$ cat src/rtl/bin_to_bcd_seq.sv
// Sequential binary-to-BCD converter using shift-and-add-3.
// Feeds a multiplexed 7-segment driver with stable digits and blanks.
module bin_to_bcd_seq #(
  parameter int BIN_WIDTH     = 10,
  parameter int NUM_DIGITS    = 3,
  parameter int BLANK_LEADING = 1
) (
  input  logic                 clk_i,
  input  logic                 rst_ni,
  input  logic [BIN_WIDTH-1:0] bin_i,
  input  logic                 valid_i,
  output logic                 ready_o,
  output logic [3:0]           digits_o [NUM_DIGITS],
  output logic                 blank_o  [NUM_DIGITS],
  output logic                 overflow_o,
  output logic                 done_o
);

  localparam int BW = 4 * NUM_DIGITS;
  localparam int CW = $clog2(BIN_WIDTH + 1);

  function automatic logic [31:0] pow10(input int n);
    logic [31:0] p;
    p = 32'd1;
    for (int i = 0; i < n; i++) p = p * 32'd10;
    return p;
  endfunction

  localparam logic [31:0]   MAX_VAL  = pow10(NUM_DIGITS) - 32'd1;
  localparam logic [CW-1:0] CNT_LOAD = CW'(BIN_WIDTH);

  typedef enum logic [1:0] {
    IDLE,
    SHIFT,
    DONE
  } state_t;

  state_t               state_q, state_d;
  logic [BIN_WIDTH-1:0] bin_q;
  logic [BW-1:0]        bcd_q;
  logic [BW-1:0]        bcd_adj;
  logic [CW-1:0]        cnt_q;
  logic                 ovf_q;
  logic                 accept;
  logic [31:0]          bin_ext;
  logic [NUM_DIGITS-1:0] blank_d;
  logic                 zero_run;
  logic                 unused_bcd_msb;

  assign ready_o        = (state_q == IDLE);
  assign accept         = valid_i && ready_o;
  assign bin_ext        = 32'(bin_i);
  // Top BCD bit falls off the register on each shift.
  assign unused_bcd_msb = bcd_adj[BW-1];

  // Add 3 to every nibble that is 5 or more before the shift.
  always_comb begin
    bcd_adj = bcd_q;
    for (int i = 0; i < NUM_DIGITS; i++) begin
      if (bcd_q[4*i +: 4] >= 4'd5)
        bcd_adj[4*i +: 4] = bcd_q[4*i +: 4] + 4'd3;
    end
  end

  // Leading-zero blanks; units digit always stays visible.
  always_comb begin
    zero_run = 1'b1;
    blank_d  = '0;
    for (int i = NUM_DIGITS - 1; i > 0; i--) begin
      zero_run   = zero_run & (bcd_q[4*i +: 4] == 4'h0);
      blank_d[i] = (BLANK_LEADING != 0) && zero_run;
    end
  end

  // FSM state register.
  always_ff @(posedge clk_i or negedge rst_ni) begin
    if (!rst_ni) state_q <= IDLE;
    else         state_q <= state_d;
  end

  // FSM next-state logic.
  always_comb begin
    state_d = state_q;
    unique case (state_q)
      IDLE:    if (accept) state_d = SHIFT;
      SHIFT:   if (cnt_q == CW'(1)) state_d = DONE;
      DONE:    state_d = IDLE;
      default: state_d = IDLE;
    endcase
  end

  // Datapath: load, shift one bit per cycle, publish results once.
  always_ff @(posedge clk_i or negedge rst_ni) begin
    if (!rst_ni) begin
      bin_q      <= '0;
      bcd_q      <= '0;
      cnt_q      <= '0;
      ovf_q      <= 1'b0;
      overflow_o <= 1'b0;
      done_o     <= 1'b0;
      for (int i = 0; i < NUM_DIGITS; i++) begin
        digits_o[i] <= 4'h0;
        blank_o[i]  <= 1'b0;
      end
    end else begin
      done_o <= 1'b0;
      unique case (state_q)
        IDLE: begin
          if (accept) begin
            bin_q <= bin_i;
            bcd_q <= '0;
            cnt_q <= CNT_LOAD;
            ovf_q <= (bin_ext > MAX_VAL);
          end
        end
        SHIFT: begin
          bcd_q <= {bcd_adj[BW-2:0], bin_q[BIN_WIDTH-1]};
          bin_q <= {bin_q[BIN_WIDTH-2:0], 1'b0};
          cnt_q <= cnt_q - CW'(1);
        end
        DONE: begin
          done_o     <= 1'b1;
          overflow_o <= ovf_q;
          for (int i = 0; i < NUM_DIGITS; i++) begin
            digits_o[i] <= ovf_q ? 4'hE : bcd_q[4*i +: 4];
            blank_o[i]  <= ovf_q ? 1'b0 : blank_d[i];
          end
        end
        default: ;
      endcase
    end
  end

endmodule

$ cat config.mk
export PLATFORM = sky130hd
export DESIGN_NAME = bin_to_bcd_seq
export DESIGN_NICKNAME = d
export VERILOG_FILES = /design/src/rtl/bin_to_bcd_seq.sv
export SDC_FILE = /design/constraint.sdc
export NUM_CORES = 1
export LEC_CHECK = 0
export ABC_AREA = 1
export CAP_MARGIN = 20
export CELL_PAD_IN_SITES_DETAIL_PLACEMENT = 0
export CELL_PAD_IN_SITES_GLOBAL_PLACEMENT = 1
export CORE_ASPECT_RATIO = 1.25
export CORE_MARGIN = 2
export CORE_UTILIZATION = 38
export CTS_BUF_LIST = sky130_fd_sc_hd__clkbuf_4 sky130_fd_sc_hd__clkbuf_8 sky130_fd_sc_hd__clkbuf_16
export DETAILED_ROUTE_END_ITERATION = 12
export PLACE_DENSITY = 0.77
export REMOVE_ABC_BUFFERS = 1
export SYNTH_ARGS = -nofsm -noshare
export SYNTH_HDL_FRONTEND = slang
export SYNTH_SLANG_ARGS = --single-unit
$ cat constraint.sdc
create_clock -name clk_i -period 2.4 [get_ports clk_i]
set_clock_uncertainty 0.2 [all_clocks]
set_input_delay 0.24 -clock clk_i [delete_from_list [all_inputs] [get_ports clk_i]]
set_output_delay 0.24 -clock clk_i [all_outputs]
set_load 0.1 [all_outputs]
==> run metrics <==
status finished, final reports clean; Critical Path RT 1.96 ns; number of I/O pins 31; DRT antenna net count 0; vias post-DR 1724; CP arrival 1.23 ns; PwrDens 1390 nW/µm²; Fin Setup TNS 0 ns; CP endpoint kind primary output; DRC 0; placed cells 344; n_diodes 0; CTS tree yes; RD Place Congestion 0.796; Yosys warnings 0; Synth top area share 51.6%; Place WS 0.784 ns; count of final setup violators 0; synth top area cells dfrtp_1 (52%), nand2_1 (13%), ha_1 (5.7%); fin nets 311; area growth from synthesis to layout 18.4%; Routed Wire Length 4.20 mm; clock sink total 45; area leader, netlist dfrtp_1; vias in the first global route 1661; unrepaired setup endpoints after global routing false; crit path kind flop to primary output; CTS root buf clkbuf_8; largest family of logic cells by synthesized area simple AND/OR/NAND/NOR gates; GRT Util Overall 14.9%; Synth Instances 255; total CTS buffers 5; TritonRoute pass-1 iters 4; port bufs 29; first-pass GRT wire length 7.51 mm; Setup WS post-layout 0.730 ns; fin crit share 69.6%; Max-Cap Viols 0; number of synthesized flops with an enable pin 0; Clock Latency Late Sink 0.29 ns; H-tree depth 2; DR vias/cell 4.88; GR Overflow Total 0; minimum clock period 1.67 ns; Total Power 0.00360 W; Bufs on Longest Clock Path 2; Post-Synth Adder-Cell Area 5.74%; per-cell routed wire length 11.9 µm; fmax 599 MHz; initial DRC count 74; Fillers 550; Max Slew Vio Count 0; Synth Register Bits 45; Worst-path clk slew 0.08 ns; Pleak 1.32 nW; Tightest Pin Transition 0.576 ns; prevailing post-synth register cell dfrtp_1; HP Class flop to flop; Max-slew headroom 61.6%; Die X 71.8 µm; fraction of registers with async set/reset 100%; Core ar. 5480 µm²; full die area 6370 µm²; Synth top cells by count nand2_1 (73), dfrtp_1 (45), inv_1 (24); post-synthesis sequential area ratio 51.6%; Layout Cells excl Fill 353; cts repair resizes 0; FP Rows 30; Post-DP HPWL 2.99 mm; VDD IR max 389 µV; largest net degree at the start of global routing 46; Avg Synthesized Cell Area 8.55 µm²; Post-Syn Area 2180 µm²; area share of and/or/nand/nor cells after synthesis 25.0%; xor/xnor share of the synthesized area 0%; CP Max Fanout 4; count leader, synth nand2_1; Yosys cell types 25; mux contribution to synthesized area 0%; Starting Density 39.8%; share of cells above drive strength 1 15.2%; initial antenna violation count 0; Die Span Y 88.7 µm; Startpoint Class flop; Synth Area in Compound Gates 9.75%; final hold vios 0
==> routing by layer <==
| metal | track usage (%) | share of wire, % | vias up |
|---|---|---|---|
| met5 | 0 | 0 | - |
| met3 | 3.42 | 4.6 | 7 |
| met4 | 4.63 | 1.2 | 0 |
| li1 | - | - | 890 |
| met2 | 23.7 | 45 | 41 |
| met1 | 20.3 | 49 | 786 |
==> state kept, by name (all words and copies together), names as in the netlist <==
signal      flops
overflow_o      1
ovf_q           1
bin_q          10
state_q         2
blank_o         2
bcd_q          12
done_o          1
digits_o       12
cnt_q           4
==> per-stage QoR <==
stage	area, µm²	util [%]	hold WS (ns)
after floorplan	2130	-	-0.256
after global placement	2470	45.1	0.162
final	2580	47.1	0.289
after global routing	2580	47.1	0.307
after CTS	2580	47.1	0.294
after detailed placement	2470	45.1	0.160
==> what timing repair did <==
| action | 4_1_cts | 5_1_grt |
|---|---|---|
| buffers inserted | 0 | 0 |
| hold buffers | 1 | 0 |
| endpoints found under the hold margin | 45 | 0 |
==> report_power, final <==
group	switching [W]	internal, W	total, W
Combinational	0.00133	0.000518	0.00185
Clock	0.000249	0.000260	0.000509
Sequential	0.000199	0.00104	0.00124
==> cell type report <==
class | count | area (µm²) | share of cell area (%)
inverters | 29 | 114 | 4.41
well taps | 64 | 80.1 | 3.10
repair buffers | 33 | 275 | 10.7
multi-input cells | 174 | 886 | 34.3
clock inverters | 1 | 5.00 | 0.194
flip-flops and latches | 45 | 1130 | 43.6
clock buffers | 7 | 96.3 | 3.73
==> placed cells by master, fill, tap and decap left out <==
cell type / n
a21oi_1: 13
a22oi_1: 1
a31oi_1: 1
buf_2: 1
buf_4: 20
clkbuf_8: 7
clkdlybuf4s50_1: 11
clkinv_2: 1
conb_1: 1
dfrtp_1: 45
dlygate4sd3_1: 1
ha_1: 10
inv_1: 24
inv_2: 4
inv_6: 1
nand2_1: 73
nand2_2: 1
nand3_1: 22
nand4_1: 6
nor2_1: 20
nor2_2: 3
nor2_4: 2
o211ai_1: 4
o21ai_0: 6
o21ai_1: 5
o21ai_2: 4
o21bai_1: 1
o22ai_1: 1
==> worst max-delay path, cell delays in order (launching register included) <==
cell and delay (ns):
dfrtp_1 0.44, nor2_1 0.18, buf_4 0.32
==> cells by family after synthesis <==
logic type | Yosys count
other | 1
buffers and inverters | 36
adders and majority gates | 10
and+or+nand+nor | 127
DFF | 45
AOI/OAI and AO/OA | 36
==> path summary, 6_finish.rpt <==
kind                                 end  cells after the start       start  slack, ns
worst max-delay path             ready_o                      2  state_q[1]       0.73
worst min-delay path            bcd_q[0]                      2    bin_q[9]       0.29
worst max register to register  bcd_q[1]                      8    bcd_q[0]       0.85
worst min register to register  bcd_q[0]                      2    bin_q[9]       0.29
max in group asynchronous       bcd_q[9]                      3      rst_ni       1.25
min in group asynchronous       cnt_q[2]                      3      rst_ni       0.35
No activity file was read; power rests on OpenSTA's default activity.
